## src/rtl/alu_result_skid.sv

```systemverilog
// ---------------------------------------------------------------------------
// alu_result_skid
//   Two-entry skid buffer on the execute-stage result path. Captures the ALU
//   result, overflow bit, destination tag and a precomputed zero flag, and
//   hands them to writeback/bypass over a valid/ready handshake. in_ready is
//   a function of registered state only, so there is no combinational path
//   from out_ready back to the ALU issue logic.
//
// Ports
//   clock, reset_n      rising-edge clock, async active-low reset
//   flush               synchronous clear of both entries
//   in_valid/in_ready   upstream handshake (in_ready = ~skid_valid)
//   in_result/ovf/tag   ALU result payload
//   out_valid/out_ready downstream handshake (out_valid = main_valid)
//   out_result/ovf/tag  buffered payload from the main entry
//   out_zero            1 when buffered result is zero
//   count               occupancy, 0..2
// ---------------------------------------------------------------------------
module alu_result_skid #(
    parameter int unsigned WIDTH = 32,
    parameter int unsigned TAG_W = 5
) (
    input  logic             clock,
    input  logic             reset_n,
    input  logic             flush,
    input  logic             in_valid,
    output logic             in_ready,
    input  logic [WIDTH-1:0] in_result,
    input  logic             in_ovf,
    input  logic [TAG_W-1:0] in_tag,
    output logic             out_valid,
    input  logic             out_ready,
    output logic [WIDTH-1:0] out_result,
    output logic             out_ovf,
    output logic [TAG_W-1:0] out_tag,
    output logic             out_zero,
    output logic [1:0]       count
);

    typedef struct packed {
        logic [WIDTH-1:0] result;
        logic             ovf;
        logic [TAG_W-1:0] tag;
        logic             zero;
    } entry_t;

    entry_t main_q, main_d;
    entry_t skid_q, skid_d;
    logic   main_valid_q, main_valid_d;
    logic   skid_valid_q, skid_valid_d;
    entry_t in_entry;
    logic   in_fire;
    logic   out_fire;

    // Zero flag is computed once at capture so writeback sees it as a flop.
    always_comb begin
        in_entry.result = in_result;
        in_entry.ovf    = in_ovf;
        in_entry.tag    = in_tag;
        in_entry.zero   = ~(|in_result);
    end

    assign in_fire  = in_valid & ~skid_valid_q;
    assign out_fire = main_valid_q & out_ready;

    // Next-state: flush wins, then drain skid, then the main-only cases.
    always_comb begin
        main_d       = main_q;
        skid_d       = skid_q;
        main_valid_d = main_valid_q;
        skid_valid_d = skid_valid_q;
        if (flush) begin
            main_valid_d = 1'b0;
            skid_valid_d = 1'b0;
        end else if (skid_valid_q) begin
            if (out_fire) begin
                main_d       = skid_q;
                skid_valid_d = 1'b0;
            end
        end else if (main_valid_q) begin
            if (in_fire && out_fire) begin
                main_d = in_entry;
            end else if (in_fire) begin
                skid_d       = in_entry;
                skid_valid_d = 1'b1;
            end else if (out_fire) begin
                main_valid_d = 1'b0;
            end
        end else if (in_fire) begin
            main_d       = in_entry;
            main_valid_d = 1'b1;
        end
    end

    // State registers.
    always_ff @(posedge clock or negedge reset_n) begin
        if (!reset_n) begin
            main_q       <= '0;
            skid_q       <= '0;
            main_valid_q <= 1'b0;
            skid_valid_q <= 1'b0;
        end else begin
            main_q       <= main_d;
            skid_q       <= skid_d;
            main_valid_q <= main_valid_d;
            skid_valid_q <= skid_valid_d;
        end
    end

    // Outputs decode directly from flops.
    assign in_ready   = ~skid_valid_q;
    assign out_valid  = main_valid_q;
    assign out_result = main_q.result;
    assign out_ovf    = main_q.ovf;
    assign out_tag    = main_q.tag;
    assign out_zero   = main_q.zero;
    assign count      = 2'(main_valid_q) + 2'(skid_valid_q);

endmodule

```

## config.mk

```make
export PLATFORM = sky130hd
export DESIGN_NAME = alu_result_skid
export DESIGN_NICKNAME = d
export VERILOG_FILES = /design/src/rtl/alu_result_skid.sv
export SDC_FILE = /design/constraint.sdc
export NUM_CORES = 1
export LEC_CHECK = 0
export BUFFER_PORTS_ARGS = -buffer_cell sky130_fd_sc_hd__buf_2
export CORE_MARGIN = 10
export CORE_UTILIZATION = 48
export DETAILED_ROUTE_END_ITERATION = 16
export GPL_ROUTABILITY_DRIVEN = 1
export GPL_TIMING_DRIVEN = 0
export PLACE_DENSITY = 0.83
export RECOVER_POWER = 50
export SLEW_MARGIN = 20
export SYNTH_ARGS = -nofsm -noshare
export SYNTH_HDL_FRONTEND = slang
export SYNTH_SLANG_ARGS = --single-unit
```

## constraint.sdc

```tcl
create_clock -name clock -period 2.4 [get_ports clock]
set_clock_uncertainty 0.1 [all_clocks]
set_input_delay 0.12 -clock clock [delete_from_list [all_inputs] [get_ports clock]]
set_output_delay 0.12 -clock clock [all_outputs]
set_load 0.02 [all_outputs]
```

Word-level counts from Yosys, hierarchy flattened
Index checks and enable logic that the tools add are counted.
{ "word_totals": {"in_bits": 43, "wordCells": 41, "out_inout_bits": 43, "regBits": 80} }
{ "op_classes": {"eq_ne": 3, "mux": 16, "bitwise_logic": 6, "reduce_logical": 5, "add_sub_neg": 1} }
{ "op_table": {"columns": ["op", "n"], "rows": [
  ["39-bit 2-to-1 mux", 5],
  ["32-bit OR reduction", 1],
  ["1-bit 2-to-1 mux", 11],
  ["5-bit AND reduction", 1],
  ["1-bit inverter", 4],
  ["4-bit AND reduction", 1],
  ["3-bit by 1-bit inequality test with 1-bit output, second input constant", 1],
  ["3-bit nonzero test", 1],
  ["1-bit by 1-bit adder with 2-bit output", 1],
  ["1-bit AND", 2],
  ["2-bit by 1-bit inequality test with 1-bit output, second input constant", 1],
  ["2-bit inequality test, second input constant", 1],
  ["1-bit logical AND", 1]
]} }

Longest topological paths before layout
Gate-level depths: netlist of run 1.
{ "logic_depth": {"depth_word": 7, "depth_mapped": 10, "mapped_depth_nobuf": 6} }

Least setup slack after synthesis of run 1
Ideal clock, no wire load.
{ "synth_timing": {"path_kind": "reg2reg", "start": "register skid_valid_q", "end": "register main_q, in the netlist out_result[12]", "setup_slack_ns": -0.106, "stages_incl_launch_ff": 11, "synth_period_minus_slack_ns": 2.506, "setup_ns": 0.125, "path_buffers": 4, "required_time_ns": 2.175, "t_arrival_ns": 2.281, "cell_sequence": "dfrtp_1 buf_4 clkbuf_1 inv_1 ha_1 nor2_1 o211ai_2 a21oi_2 buf_6 buf_8 mux2_4"} }
{ "synth_via": {"elab_chain_len": 5, "elab_cells_between_ends": 8, "classes_between": "eq/ne (2); mux (1); bitwise (2); reduce/logical (3)"} }
{ "synth_lines": {"columns": ["element", "line", "source"], "rows": [
  ["start: declaration", "50", "logic skid_valid_q, skid_valid_d;"],
  ["start signal: assignment", "106", "skid_valid_q <= skid_valid_d;"],
  ["1-bit inverter (no source line) *", null, null],
  ["via in_ready", "27", "output logic in_ready,"],
  ["1-bit AND *", "63", "assign in_fire = in_valid & ~skid_valid_q;"],
  ["1-bit logical AND", "81", "if (in_fire && out_fire) begin"],
  ["3-bit by 1-bit inequality test with 1-bit output (no source line)", null, null],
  ["4-bit AND reduction (no source line) *", null, null],
  ["end signal: assignment", "103", "main_q <= main_d;"],
  ["end: declaration", "47", "entry_t main_q, main_d;"]
]} }
Mark *: on every way through the listed nets, which the timed path passes. The rest lies on a longest branch.
A chain may end at the register's enable or synchronous reset.

Worst setup path after layout of run 1
{ "layout_timing": {"start": "register skid_valid_q", "end": "register main_q, in the netlist out_tag[1]"} }
{ "layout_via": {"elab_chain_len": 5, "elab_cells_between_ends": 8, "classes_between": "eq/ne (2); mux (1); bitwise (2); reduce/logical (3)"} }
{ "layout_lines": {"columns": ["element", "line"], "rows": [
  ["1-bit inverter (no source line)", null],
  ["1-bit AND", "63"],
  ["1-bit logical AND", "81"],
  ["3-bit by 1-bit inequality test with 1-bit output (no source line)", null],
  ["4-bit AND reduction (no source line)", null]
]} }
Parallel ways exist; a longest one is shown, timed or not.

==> summary.md, run 1 <==
| Metric | Value |
|---|---|
| Die footprint | `0.0115 mm2` |
| Multi-input gate area | `0.00154 mm2` |
| Starting Density | `49.8%` |
| CTS sink cnt | `80` |
| Via count | `2491` |
| Capturing point of the worst reg2reg path | `out_tag[1]` |
| FF/Latch Area | `about 0.002 mm2` |
| H-tree depth | `3` |
| Max rail drop VDD | `0.487 mV` |
| First-pass detailed-route iteration total | `4` |
| Mapped Cells | `241` |
| FMAX | `0.431 GHz` |
| Worst Setup End Kind | `flip-flop` |
| Outcome | `complete, no violations` |
| Minimum clock period | `2.32 ns` |
| Placement Rows | `31` |
| Final Hold Slack | `0.346 ns` |
| Port Buffer Count | `85` |
| Worst Hold Class | `input port to async pin` |
| Fin Setup TNS | `0 ns` |
| Required @ worst endpoint | `2.54 ns` |
| Fin nets | `434` |
| HPWL Detailed | `6.06 mm` |
| Syn Nets | `~290` |
| CTS tree | `built` |
| Drt wl/cell | `18.2 um` |
| Post-Place Cells | `426` |
| GR Util All Layers | `16.0%` |
| Sequential fraction of the synthesis area | `a little under three fifths` |
| FF-to-FF setup slack | `0.08 ns` |
| Num CTS Buffers | `9` |
| GR Overflow Total | `0` |
| DRC viols | `0` |
| Initial antenna violation count | `0` |
| Clock Path Buffers | `2` |
| Slew @ Worst Pin | `0.954 ns` |
| Vias per cell | `5.07` |
| Max Cap Viol | `0` |
| Initial drt markers | `42` |
| PD cells | `approximately 840 mW/mm2` |
| Kind of critical path | `flip-flop to flip-flop` |
| Vias in the first global route | `2856` |
| Clk_lat worst skew | `between 0.3 and 0.4 ns` |
| Die H | `107 um` |
| Netlist cell types | `22` |
| Area delta synth->final | `34.8%` |
| Post-DRT Antenna Nets | `0` |
| Layout cells sized above 1 | `54.8%` |
| WP data arrival | `2.46 ns` |
| LEAKAGE | `2.19 nW` |
| Post-route insts no fill | `491` |
| Ant. Diodes | `0` |
| Warnings, synthesis | `0` |
| Post-Syn Area | `0.00363 mm2` |
| Largest net degree at the start of global routing | `46` |
| Fillers | `560` |
| IO Count | `86` |
| CP startpoint kind | `flip-flop` |
| Drt total wl | `8.95 mm` |
| Post-Syn Area per Cell | `15.1 um2` |
| Slew margin rel. | `36.4%` |
| Core box area | `0.00729 mm2` |
| Reg clk slew, reported paths | `~0.08 ns` |
| First-pass GRT wire length | `14.5 mm` |
| Fin crit share | `96.7%` |
| Final setup violation count | `0` |
| Worst-case reg-to-reg path depth | `10` |
| Final Hold Fails | `0` |
| Reg-to-reg startpoint | `skid_valid_q` |
| CTS root buffer | `clkbuf_8` |
| Synth Register Bits | `80` |
| CP Max Fanout | `10` |
| Count of pins over their slew limit | `0` |
| Horiz. Die Dim | `107 um` |
| Final GP Congestion | `~0.73` |
worst max-delay path, cell delays in order (launching register included):
cell	delay, ns
dfrtp_1	0.39
buf_6	0.14
buf_8	0.14
inv_1	0.09
ha_1	0.22
nor2_1	0.15
o211ai_2	0.11
a21oi_4	0.25
buf_6	0.16
buf_4	0.13
mux2_2	0.33
cell type report:
type / instances / area share [%]
clock inverters: 5 / 1.18
plain buffers: 13 / 2.27
clock buffers: 10 / 2.81
well taps: 99 / 2.53
multi-input cells: 145 / 31.5
repair buffers: 136 / 18.6
flip-flops and latches: 80 / 40.9
inverters: 3 / 0.230
per-stage QoR:
step	utilization (%)	cell area, um2	setup WS, ns	power [mW]
after floorplan	-	3630	0.0728	2.66
after global placement	57.4	4180	-0.0899	3.01
after detailed placement	57.8	4210	-0.154	3.09
after CTS	66.9	4880	0.0433	4.14
after global routing	67.2	4900	-0.00918	4.31
final	67.2	4900	0.0789	4.09
power breakdown:
group / switching [mW] / internal (mW) / leakage (nW) / total (mW)
Sequential: 0.199 / 1.73 / 0.963 / 1.93
Combinational: 0.581 / 0.601 / 1.14 / 1.18
Clock: 0.480 / 0.501 / 0.0904 / 0.981
Total: 1.26 / 2.83 / 2.19 / 4.09
state kept, by name, indices dropped and copies added (netlist names):
register      count
out_valid         1
skid_valid_q      1
out_zero          1
out_ovf           1
out_tag           5
out_result       32
skid_q           39
layer usage:
layer	up-vias	GRT usage, %	part of all wire, %	wire [um]
met1	1251	18.0	43	3830
met2	63	27.7	50	4500
li1	1164	-	-	-
met5	-	0	0	0
met3	13	4.91	5.4	487
met4	0	6.00	1.5	134
logic make-up after synthesis:
logic type	after synthesis	share of synthesized area [%]
buf+inv	16	2.62
simple gates	19	3.03
mux	115	36.7
flops	80	55.1
fa+ha+maj	3	1.03
compound gates	8	1.55
worst max path at each step:
stage,from,endpoint,depth (start not counted)
finish,skid_valid_q,out_tag[1],10
floorplan,skid_valid_q,out_result[12],10
detailed placement,skid_valid_q,out_result[13],10
global placement,skid_valid_q,out_result[12],10
global route,skid_valid_q,out_tag[0],10
CTS,skid_valid_q,out_result[13],10
timing repair:
item,in CTS,in global routing
setup endpoints to repair,39,39
setup buffers,4,3
gates resized for setup,2,6
pin swaps,1,1
hold buffers,43,0
endpoints found under the hold margin,75,0
synthesized netlist by cell type:
cell | n | area share (%)
nor2b_1 | 1 | 0.17
buf_6 | 1 | 0.31
nor4_1 | 8 | 1.4
dfrtp_1 | 80 | 55
buf_2 | 4 | 0.55
buf_4 | 3 | 0.62
nand2_1 | 2 | 0.21
ha_1 | 3 | 1.0
o211ai_2 | 1 | 0.34
inv_1 | 3 | 0.31
mux2_2 | 105 | 33
nor2b_4 | 1 | 0.38
buf_8 | 1 | 0.41
nand4_1 | 2 | 0.34
mux2_4 | 10 | 4.1
clkbuf_1 | 4 | 0.41
o21ai_0 | 1 | 0.14
o31ai_1 | 2 | 0.41
nand3_1 | 1 | 0.14
nor2_1 | 4 | 0.41
a21oi_1 | 3 | 0.41
a21oi_2 | 1 | 0.24
layout by cell type, fill, tap and decap left out, types with 2 or more instances in the layout:
| master | instances |
|---|---|
| mux2_2 | 105 |
| dfrtp_1 | 80 |
| buf_2 | 67 |
| dlygate4sd3_1 | 43 |
| clkbuf_1 | 24 |
| mux2_4 | 10 |
| clkbuf_8 | 10 |
| nor4_1 | 8 |
| buf_4 | 7 |
| buf_6 | 4 |
| nor2_1 | 4 |
| inv_1 | 3 |
| a21oi_1 | 3 |
| ha_1 | 3 |
| clkinvlp_4 | 3 |
| nand4_1 | 2 |
| nand2_1 | 2 |
| o31ai_1 | 2 |
Power figures use the tool's default switching activity.
==> run 2, diff against run 1 <==
--- a/config.mk
+++ b/config.mk
@@ -6,12 +6,13 @@
 export NUM_CORES = 1
 export LEC_CHECK = 0
 export BUFFER_PORTS_ARGS = -buffer_cell sky130_fd_sc_hd__buf_2
-export CORE_MARGIN = 10
-export CORE_UTILIZATION = 48
+export CORE_MARGIN = 4
+export CORE_UTILIZATION = 50
+export CTS_BUF_LIST = sky130_fd_sc_hd__clkbuf_4
 export DETAILED_ROUTE_END_ITERATION = 16
 export GPL_ROUTABILITY_DRIVEN = 1
 export GPL_TIMING_DRIVEN = 0
-export PLACE_DENSITY = 0.83
+export PLACE_DENSITY = 0.86
 export RECOVER_POWER = 50
 export SLEW_MARGIN = 20
 export SYNTH_ARGS = -nofsm -noshare
==> constraint.sdc (replaced) <==
create_clock -name clock -period 2.4 [get_ports clock]
set_clock_uncertainty 0.1 [all_clocks]
set_input_delay 0.48 -clock clock [delete_from_list [all_inputs] [get_ports clock]]
set_output_delay 0.48 -clock clock [all_outputs]
set_load 0.02 [all_outputs]
==> run 2 against run 1 <==
Net effect: first-iteration DRC count grew 31%; design area shrank 11%; maximum frequency grew 2.0%; global-route usage grew 2.2 points; critical path depth is the same; routed wire length shrank 17%; count of clock-buffer cells in the layout shrank 1; sequential share of layout area grew 4.8 points; worst hold slack lost 0.19 ns; largest cell class unchanged; largest power group unchanged; highest routed layer unchanged.
==> summary.md, run 2 (synthesis results as in run 1) <==
| Metric | Value |
|---|---|
| Outcome | `complete, no violations` |
| HPWL Detailed | `between 5 and 6 mm` |
| Drt total wl | `about 7.4 mm` |
| Comb power frac | `about 29%` |
| GR Overflow Total | `0` |
| CP max stage cell | `dfrtp_1` |
| Via count | `2287` |
| First-pass detailed-route iteration total | `4` |
| Port Buffer Count | `85` |
| Fin crit share | `94.8%` |
| Max reg flops | `39` |
| GR Util All Layers | `18.2%` |
| Switching part of the total | `31.5%` |
| Most common cell after layout, fill and taps aside | `mux2_2` |
| DRC viols | `0` |
| Num CTS Buffers | `9` |
| Horiz. Die Dim | `~93 um` |
| Slew @ Worst Pin | `1.43 ns` |
| Ant. Diodes | `0` |
| Clock Path Buffers | `2` |
| Clock power frac | `20.2%` |
| FF/Latch Area | `0.00200 mm2` |
| CP Max Fanout | `10` |
| Post-DRT Antenna Nets | `0` |
| Placement Rows | `30` |
| Final GP Congestion | `0.776` |
| Vias per cell | `5.15` |
| CTS sink cnt | `80` |
| CTS root buffer | `clkbuf_4` |
| Final setup violation count | `0` |
| Max Cap Viol | `0` |
| Worst-path cell chain | `buf_6 -> buf_6 -> inv_1 -> ha_1 -> nor2_1 -> o211ai_2 -> a21oi_2 -> buf_6 -> buf_4 -> mux2_2` |
| Crit path buffers/inverters | `5` |
| CP startpoint kind | `flip-flop` |
| P_sw | `1.19 mW` |
| Vias in the first global route | `2472` |
| Largest Register | `skid_q` |
| Drt wl/cell | `16.6 um` |
| Int Pwr | `roughly 2.6 mW` |
| FMAX | `0.440 GHz` |
| Die footprint | `0.00869 mm2` |
| Critical Path Most Common Cell | `buf_6` |
| Sequential Power Share | `between 50% and 60%` |
| Initial antenna violation count | `0` |
| First-pass GRT wire length | `12.2 mm` |
| LEAKAGE | `1.98 nW` |
| WP data arrival | `2.47 ns` |
| Slew margin rel. | `4.66%` |
| Clk_lat worst skew | `0.41 ns` |
| Crit-path leading delay family | `buffers and inverters` |
| Area delta synth->final | `20.6%` |
| Most frequent cells in the layout | `105 x mux2_2, 80 x dfrtp_1, 69 x buf_2` |
| H-tree depth | `3` |
| Kind of critical path | `flip-flop to flip-flop` |
| Die H | `93.2 um` |
| Core box area | `0.00694 mm2` |
| Count of pins over their slew limit | `0` |
| Fillers | `549` |
| Worst Setup End Kind | `flip-flop` |
| Required @ worst endpoint | `2.60 ns` |
| PD cells | `861 mW/mm2` |
| Multi-input gate area | `about 0.0015 mm2` |
| Starting Density | `52.3%` |
| Largest net degree at the start of global routing | `59` |
| Worst Hold Class | `input port to flip-flop` |
| Reg clk slew, reported paths | `0.13 ns` |
| Minimum clock period | `2.28 ns` |
| Placed Area | `0.00421 mm2` |
| IO Count | `86` |
| Max rail drop VDD | `between 0.4 and 0.5 mV` |
| Final Cell Area | `roughly 0.0044 mm2` |
| Final Util | `63.1%` |
| Final Hold Fails | `0` |
| Layout cells sized above 1 | `61.2%` |
| Initial drt markers | `55` |
| RSZ-0062 raised after global routing | `false` |
| CTS tree | `built` |
| Critical Path Max Stage Delay | `0.37 ns` |
| Fin nets | `389` |
==> run 2: cell types whose count changed in the layout (fill, tap and decap cells not counted), moves of 2 or more <==
cell and delta:
buf_4 -2, buf_2 +2, clkbuf_4 +9, clkbuf_8 -10, clkinv_1 +2, dlygate4sd3_1 -42
==> run 2: worst paths after layout <==
path                            depth (start not counted)              to    startpoint  slack [ns]
worst min register to register                          2       skid_q[0]     skid_q[0]        0.41
worst max-delay path                                   10  out_result[25]  skid_valid_q        0.12
max in group asynchronous                               3      skid_q[38]       reset_n        0.45
worst min-delay path                                    2       out_valid         flush        0.16
worst max register to register                         10  out_result[25]  skid_valid_q        0.12
min in group asynchronous                               2  out_result[17]       reset_n        0.82
==> run 2: layout make-up <==
class,count,area share [%]
clock buffers,9,1.54
well taps,96,2.74
multi-input cells,145,35.1
plain buffers,13,2.28
repair buffers,91,11.0
clock inverters,7,1.43
flip-flops and latches,80,45.7
inverters,3,0.257
==> run 2: repair_timing <==
| action | CTS | global route |
|---|---|---|
| pin swaps | 1 | 1 |
| hold endpoints to repair | 22 | 0 |
| gates resized for setup | 1 | 5 |
| buffers inserted | 3 | 1 |
| setup endpoints to repair | 32 | 40 |
| hold buffers | 1 | 0 |
==> run 2: power groups by stage <==
stage	clock (mW)	combinational (mW)	sequential [mW]
2_1_floorplan	0	0.530	2.13
6_report	0.763	1.10	1.91
3_3_place_gp	0	1.08	1.91
4_1_cts	0.785	1.14	1.91
3_5_place_dp	0	1.12	1.94
5_1_grt	0.847	1.19	1.96
==> run 2: per-stage QoR <==
stage | hold WS [ns] | setup slack [ns] | std cells | power [mW] | TNS (ns)
detailed placement | 0.315 | -0.120 | 423 | 3.06 | -1.89
finish | 0.160 | 0.125 | 444 | 3.78 | 0
CTS | 0.134 | 0.00271 | 443 | 3.84 | 0
global route | 0.146 | 0.0158 | 444 | 3.99 | 0
floorplan | 0.0844 | 0.0728 | 241 | 2.66 | 0
global placement | 0.361 | -0.0730 | 422 | 2.99 | -0.716
==> run 2: per-layer routing <==
layer | routed length (um) | share of wire (%) | global-route usage [%] | vias up
li1 | - | - | - | 1078
met1 | 3340 | 45 | 24.2 | 1138
met2 | 3590 | 49 | 29.1 | 64
met3 | 375 | 5.1 | 4.18 | 7
met4 | 85 | 1.2 | 6.59 | 0
met5 | 0 | 0 | 0 | -
